## src/rtl/alu_pipe_pkg.sv

```systemverilog
// Shared types for the pipelined ALU: function codes, flag bundle, masks.
// The DATA_N define sets the default datapath width.
`ifndef DATA_N
`define DATA_N 8
`endif

package alu_pipe_pkg;

    localparam int ALU_DATA_N = `DATA_N;

    typedef enum logic [3:0] {
        ALU_TXA = 4'd0,
        ALU_TXB = 4'd1,
        ALU_ADD = 4'd2,
        ALU_SUB = 4'd3,
        ALU_ASL = 4'd4,
        ALU_LSR = 4'd5,
        ALU_ROL = 4'd6,
        ALU_ROR = 4'd7,
        ALU_AND = 4'd8,
        ALU_ORA = 4'd9,
        ALU_EOR = 4'd10
    } alu_func_t;

    typedef struct packed {
        logic n;
        logic v;
        logic z;
        logic c;
    } flag_t;

    localparam logic [3:0] FLAG_MASK_NONE = 4'b0000;
    localparam logic [3:0] FLAG_MASK_ALL  = 4'b1111;
    localparam logic [3:0] FLAG_MASK_NZC  = 4'b1011;
    localparam logic [3:0] FLAG_MASK_NZ   = 4'b1010;

endpackage

```

## src/rtl/alu_comb.sv

```systemverilog
// Combinational ALU: result, N/V/Z/C flags, flag mask and
// per-nibble binary carries for the decimal adjust stage.
module alu_comb
    import alu_pipe_pkg::*;
#(
    parameter int DATA_N = ALU_DATA_N,
    parameter int FUNC_N = 4
) (
    input  logic [FUNC_N-1:0]   func,
    input  logic [DATA_N-1:0]   a,
    input  logic [DATA_N-1:0]   b,
    input  logic                cin,
    output logic [DATA_N-1:0]   r,
    output flag_t               flags,
    output logic [3:0]          mask,
    output logic [DATA_N/4-1:0] nib_c
);

    localparam int MSB = DATA_N - 1;
    localparam int NIB = DATA_N / 4;

    logic              is_sub;
    logic [DATA_N-1:0] bx;
    logic [DATA_N:0]   sum;
    logic              c;
    logic              v;
    logic              known;

    assign is_sub = (func == FUNC_N'(ALU_SUB));
    assign bx     = is_sub ? ~b : b;
    assign sum    = {1'b0, a} + {1'b0, bx} + {{DATA_N{1'b0}}, cin};

    // Carry out of each nibble, recovered from the full-width sum.
    always_comb begin
        nib_c = '0;
        for (int i = 0; i < NIB - 1; i++) begin
            nib_c[i] = a[4*i+4] ^ bx[4*i+4] ^ sum[4*i+4];
        end
        nib_c[NIB-1] = sum[DATA_N];
    end

    always_comb begin
        r     = '0;
        c     = 1'b0;
        v     = 1'b0;
        known = 1'b1;
        mask  = FLAG_MASK_NONE;
        unique case (func)
            FUNC_N'(ALU_ADD), FUNC_N'(ALU_SUB): begin
                r    = sum[MSB:0];
                c    = sum[DATA_N];
                v    = (a[MSB] ^ r[MSB]) & (bx[MSB] ^ r[MSB]);
                mask = FLAG_MASK_ALL;
            end
            FUNC_N'(ALU_ASL): begin
                r    = {a[MSB-1:0], 1'b0};
                c    = a[MSB];
                mask = FLAG_MASK_NZC;
            end
            FUNC_N'(ALU_LSR): begin
                r    = {1'b0, a[MSB:1]};
                c    = a[0];
                mask = FLAG_MASK_NZC;
            end
            FUNC_N'(ALU_ROL): begin
                r    = {a[MSB-1:0], cin};
                c    = a[MSB];
                mask = FLAG_MASK_NZC;
            end
            FUNC_N'(ALU_ROR): begin
                r    = {cin, a[MSB:1]};
                c    = a[0];
                mask = FLAG_MASK_NZC;
            end
            FUNC_N'(ALU_TXA): begin
                r    = a;
                c    = cin;
                mask = FLAG_MASK_NZ;
            end
            FUNC_N'(ALU_TXB): begin
                r    = b;
                c    = cin;
                mask = FLAG_MASK_NZ;
            end
            FUNC_N'(ALU_AND): begin
                r    = a & b;
                c    = cin;
                mask = FLAG_MASK_NZ;
            end
            FUNC_N'(ALU_ORA): begin
                r    = a | b;
                c    = cin;
                mask = FLAG_MASK_NZ;
            end
            FUNC_N'(ALU_EOR): begin
                r    = a ^ b;
                c    = cin;
                mask = FLAG_MASK_NZ;
            end
            default: begin
                known = 1'b0;
            end
        endcase
        flags.n = known & r[MSB];
        flags.v = known & v;
        flags.z = known & (r == '0);
        flags.c = known & c;
    end

endmodule

```

## src/rtl/alu_pipe.sv

```systemverilog
// Registered, valid/ready handshaked ALU with N/V/Z/C flags and mask.
// Define ALU_DECIMAL_EN to add the second-cycle 6502 BCD adjust.
module alu_pipe
    import alu_pipe_pkg::*;
#(
    parameter int DATA_N = ALU_DATA_N,
    parameter int FUNC_N = 4
) (
    input  logic              clk,
    input  logic              reset,
    input  logic              req_valid,
    output logic              req_ready,
    input  logic [FUNC_N-1:0] func,
    input  logic [DATA_N-1:0] a,
    input  logic [DATA_N-1:0] b,
    input  logic              cin,
    input  logic              dec,
    output logic              res_valid,
    input  logic              res_ready,
    output logic [DATA_N-1:0] result,
    output logic [3:0]        flags,
    output logic [3:0]        flag_mask
);

    localparam int NIB = DATA_N / 4;

`ifdef ALU_DECIMAL_EN
    typedef enum logic [1:0] {
        ST_IDLE = 2'd0,
        ST_FULL = 2'd1,
        ST_ADJ  = 2'd2
    } state_t;
`else
    typedef enum logic [1:0] {
        ST_IDLE = 2'd0,
        ST_FULL = 2'd1
    } state_t;
`endif

    state_t            state_q, state_d;
    logic [DATA_N-1:0] result_q, result_d;
    flag_t             flags_q, flags_d;
    logic [3:0]        mask_q, mask_d;

    logic [DATA_N-1:0] c_r;
    flag_t             c_flags;
    logic [3:0]        c_mask;
    logic [NIB-1:0]    c_nib;
    logic              accept;
    logic              pop;

    alu_comb #(
        .DATA_N (DATA_N),
        .FUNC_N (FUNC_N)
    ) u_comb (
        .func  (func),
        .a     (a),
        .b     (b),
        .cin   (cin),
        .r     (c_r),
        .flags (c_flags),
        .mask  (c_mask),
        .nib_c (c_nib)
    );

    assign req_ready = ~reset & ((state_q == ST_IDLE) |
                                 ((state_q == ST_FULL) & res_ready));
    assign accept    = req_valid & req_ready;
    assign res_valid = (state_q == ST_FULL);
    assign pop       = res_valid & res_ready;
    assign result    = result_q;
    assign flags     = flags_q;
    assign flag_mask = mask_q;

`ifdef ALU_DECIMAL_EN
    logic [NIB-1:0]    nib_q, nib_d;
    logic              sub_q, sub_d;
    logic              dec_op;
    logic [DATA_N-1:0] adj_r;
    logic              adj_c;
    logic [4:0]        digit;
    logic              ripple;
    logic              dcarry;

    assign dec_op = dec & ((func == FUNC_N'(ALU_ADD)) |
                           (func == FUNC_N'(ALU_SUB)));

    // ripple carries the extra decimal carry that the binary sum lacked.
    always_comb begin
        adj_r  = result_q;
        ripple = 1'b0;
        dcarry = 1'b0;
        digit  = '0;
        for (int i = 0; i < NIB; i++) begin
            digit = {1'b0, result_q[4*i +: 4]} + {4'd0, ripple};
            if (sub_q) begin
                if (!nib_q[i]) begin
                    adj_r[4*i +: 4] = result_q[4*i +: 4] - 4'd6;
                end
                dcarry = nib_q[i];
            end else begin
                dcarry = nib_q[i] | (digit > 5'd9);
                adj_r[4*i +: 4] = digit[3:0] + (dcarry ? 4'd6 : 4'd0);
                ripple = ~nib_q[i] & (digit > 5'd9);
            end
        end
        adj_c = dcarry;
    end
`else
    logic unused_dec;
    assign unused_dec = ^{dec, c_nib};
`endif

    always_comb begin
        state_d  = state_q;
        result_d = result_q;
        flags_d  = flags_q;
        mask_d   = mask_q;
`ifdef ALU_DECIMAL_EN
        nib_d    = nib_q;
        sub_d    = sub_q;
`endif
        if (accept) begin
            state_d  = ST_FULL;
            result_d = c_r;
            flags_d  = c_flags;
            mask_d   = c_mask;
`ifdef ALU_DECIMAL_EN
            if (dec_op) begin
                state_d = ST_ADJ;
                nib_d   = c_nib;
                sub_d   = (func == FUNC_N'(ALU_SUB));
            end
`endif
        end else if (pop) begin
            state_d = ST_IDLE;
        end
`ifdef ALU_DECIMAL_EN
        else if (state_q == ST_ADJ) begin
            state_d   = ST_FULL;
            result_d  = adj_r;
            flags_d.c = adj_c;
        end
`endif
    end

    always_ff @(posedge clk or posedge reset) begin
        if (reset) begin
            state_q  <= ST_IDLE;
            result_q <= '0;
            flags_q  <= '0;
            mask_q   <= '0;
`ifdef ALU_DECIMAL_EN
            nib_q    <= '0;
            sub_q    <= 1'b0;
`endif
        end else begin
            state_q  <= state_d;
            result_q <= result_d;
            flags_q  <= flags_d;
            mask_q   <= mask_d;
`ifdef ALU_DECIMAL_EN
            nib_q    <= nib_d;
            sub_q    <= sub_d;
`endif
        end
    end

endmodule

```

## config.mk

```make
export PLATFORM = sky130hd
export DESIGN_NAME = alu_pipe
export DESIGN_NICKNAME = d
export VERILOG_FILES = /design/src/rtl/alu_pipe_pkg.sv /design/src/rtl/alu_comb.sv /design/src/rtl/alu_pipe.sv
export SDC_FILE = /design/constraint.sdc
export NUM_CORES = 1
export LEC_CHECK = 0
export CAP_MARGIN = 20
export CORE_UTILIZATION = 35
export DETAILED_ROUTE_END_ITERATION = 10
export GPL_ROUTABILITY_DRIVEN = 0
export MAX_ROUTING_LAYER = met4
export PLACE_DENSITY = 0.7
export RECOVER_POWER = 50
export SYNTH_ARGS = -nofsm -noshare
export SYNTH_HDL_FRONTEND = slang
export SYNTH_SLANG_ARGS = --single-unit
export TNS_END_PERCENT = 5
```

## constraint.sdc

```tcl
create_clock -name clk -period 1.7 [get_ports clk]
set_clock_uncertainty 0.2 [all_clocks]
set_input_delay 0.34 -clock clk [delete_from_list [all_inputs] [get_ports clk]]
set_output_delay 0.34 -clock clk [all_outputs]
set_load 0.005 [all_outputs]
```

==> summary.txt <==
Global route
  – Pin count of the biggest net entering global routing: 29
  – Initial antenna violation count: 0
  – Vias in the first global route: approximately 2,200
  – GRT Resource Usage Total: 0.2105
  – Remaining global-route overflow: 0
  – Wire length of the first global-routing pass: 10,050 um

STA
  – Final min period: 2925 ps
  – Final slew viol count: 0
  – Maximum clock frequency: 341.9 MHz
  – Worst Slack Setup Final: -1225 ps
  – Final setup fails: 15
  – Final hold violations: 0
  – RSZ-0062 raised after global routing: yes
  – Worst rel slew slack: 0.4587
  – Slew @ Worst Pin: 811.9 ps
  – Final period utilization: 1.720

Clock tree
  – CTS tree: done
  – H-tree levels: 1
  – CTS buffer count: 3
  – CTS root buf: clkbuf_8
  – Skew-Pair Late Insertion Delay: 240 ps
  – Max Root-Sink Buffers: 2
  – CTS clk-pin slew, worst paths: 60 ps
  – Clk sink count: 16

Synthesis
  – Syn_nets: 299
  – Share of async-settable or async-resettable flops after synthesis: 1.000
  – Synth Register Bits: 16
  – Dominant synthesized flop cell: dfrtp_1
  – Post-synthesis cell type count: 64
  – Register area share after synthesis: 0.1996
  – Mapped Area: 2006 um2
  – Mean area per synthesized cell: 8.087 um2
  – Cells after Synth: 248
  – Post-synth EDFFs: 0
  – Yosys warning count: 0

Critical path
  – Max Fanout on Critical Path: 2
  – Largest stage delay on the critical path: 420 ps
  – Critical path arrival: 2870 ps
  – Worst setup path category: in -> reg
  – Crit start category: input port
  – Worst path cell trace: dlygate4sd2_1 > and2_4 > xnor2_2 > fa_2 > inv_2 > fa_1 > a21oi_2 > a21oi_1 > a221o_1 > nor4_2 > nand4_1 > o41ai_2
  – Crit-path slowest cell: fa_1
  – CP required: 1650 ps
  – Crit path capture type: register

Place
  – Hpwl dp: ~4700 um
  – Setup WS pre-CTS: -1998 ps
  – IO Port Bufs: 42

Final layout
  – Multi-input logic area: 1524 um2
  – FF/Latch Area: 400.4 um2
  – Fill cells: ~490
  – Final nets: between 400 and 500
  – Layout area overhead: 57.45%
  – Share of post-route cells with drive strength above 1: 0.2918
  – Diodes inserted: 0

Power and ir drop
  – PwrDens: 542.8 nW/um2
  – Max VDD drop: roughly 0.00034 V
  – Leak Pwr: 1.470 nW
  – Overall power: 1.714 mW

Floorplanning
  – I/O pins: 44
  – Die Wd: roughly 78 um
  – Row Count: 27
  – Die Height: roughly 80 um
  – Core area: 5507 um2
  – Die footprint: 6037 um2
  – Initial Utilization: 0.3642

Outcome
  – Outcome: finished, violations left
  – Failing checks: negative setup slack

Route
  – DR vias: 2,297
  – DR vias/cell: 5.405
  – 1st-iter DRT viols: 141
  – Post-route DRC: 0
  – Post-DRT Antenna Nets: 0
  – Avg WL per Cell: between 10 and 15 um
  – Final WL: around 6100 um
  – Pre-antenna DRT Iters: 4

Flow run
  – Max_cap viols: 0

Min path
  – Hold Crit Class: reg -> reg
power breakdown:
part           switching [mW]  internal [mW]  leakage, nW
combinational           0.404          0.517         1.23
clock                   0.124          0.205       0.0288
sequential             0.0301          0.433        0.210
critical path, delay by kind of cell:
kind | cells | cell delay, ps
compound gates | 4 | 760
xor+xnor | 1 | 130
fa+ha+maj | 2 | 770
buf+inv | 2 | 320
simple gates | 3 | 550
Yosys cell counts (all sizes together), types with 3 or more instances:
master,instances,area [um2]
ha,23,287.8
inv,25,93.84
mux2i,7,70.07
buf,11,72.56
nand4,3,18.77
and2,3,18.77
a211oi,4,30.03
a21oi,10,50.05
a22o,4,35.03
xnor2,10,87.58
a221oi,3,26.28
nor2,11,41.29
a22oi,3,22.52
nor2b,5,38.78
o21ai,18,93.84
dfrtp,16,400.4
o22ai,3,18.77
clkbuf,4,15.01
nand2,28,105.1
nand3,7,35.03
nor3b,3,27.52
repair_timing:
action / 4_1_cts / 5_1_grt
endpoints found under the setup margin: 16 / 15
gates resized for setup: 40 / 3
pin swaps: 17 / 13
buffers inserted: 2 / 4
hold buffers: 0 / 0
flip-flops by register name, indices dropped and copies added (netlist names):
signal,cells
result,8
flags,4
flag_mask,3
state_q,1
through the flow:
step | instance area (um2) | utilization | hold WS [ps] | std cells | setup TNS [ps]
5_1_grt | 3158 | 0.5735 | 304.8 | 425 | -13770
4_1_cts | 3108 | 0.5644 | 229.2 | 421 | -11570
2_1_floorplan | 2044 | - | 62.00 | 248 | -14020
3_3_place_gp | 2968 | 0.5390 | 260.2 | 415 | -21830
3_5_place_dp | 2968 | 0.5390 | 266.1 | 415 | -22570
6_report | 3158 | 0.5735 | 275.6 | 425 | -12350
final cells by class:
cell class                 count  area share
tap                           72     0.02853
inverter                      25     0.02971
clock buffer                   4     0.01743
timing repair buffer         116      0.3150
multi-input combinational    192      0.4826
sequential                    16      0.1268
final timing paths:
check	start	cells after the start	endpoint	slack, ps
max	func[0]	12	flags[1]	-1220
min	flag_mask[2]	2	flag_mask[2]	280
max reg2reg	state_q[0]	6	flags[0]	80
min reg2reg	flag_mask[2]	2	flag_mask[2]	280
max in group asynchronous	reset	3	result[2]	220
min in group asynchronous	reset	3	flags[1]	580
kinds of logic after synthesis:
| kind of cell | Yosys count | synth area share |
|---|---|---|
| buffers and inverters | 40 | 0.09045 |
| DFF | 16 | 0.1996 |
| adders and majority gates | 25 | 0.1634 |
| AOI/OAI and AO/OA | 73 | 0.2614 |
| xor gates and xnor gates | 11 | 0.04803 |
| and+or+nand+nor | 74 | 0.1909 |
| muxes | 9 | 0.04616 |
cells in the final DEF (no fill, tap or decap), drive strengths merged, types with 2 or more instances in the layout:
cell	Yosys	layout
a22o	4	4
a22oi	3	3
mux2	2	2
and2	3	3
a221o	2	2
nand3	7	7
inv	25	25
o31ai	2	2
o21a	2	2
nor3b	3	3
clkdlybuf4s50	0	34
nor2b	5	5
o211ai	2	2
nand4	3	3
o21ai	18	18
xnor2	10	10
nand2	28	28
nor4	2	2
o22ai	3	3
nand2b	2	2
fa	2	2
o311ai	2	2
a221oi	3	3
clkbuf	4	5
o32ai	2	2
buf	11	76
nand3b	2	2
dlygate4sd2	0	4
or3	2	2
nor3	2	2
a21oi	10	10
mux2i	7	7
ha	23	23
a211oi	4	4
nor2	11	11
dfrtp	16	16
routing by layer:
metal  wire length (um)  track usage  part of all wire
met4                 25      0.05094            0.0041
met1               2671       0.2525              0.44
met3                230      0.02118             0.038
met2               3131       0.3761              0.52
met5                  0            -                 0
Note: power is estimated with default switching activity, not from simulation.
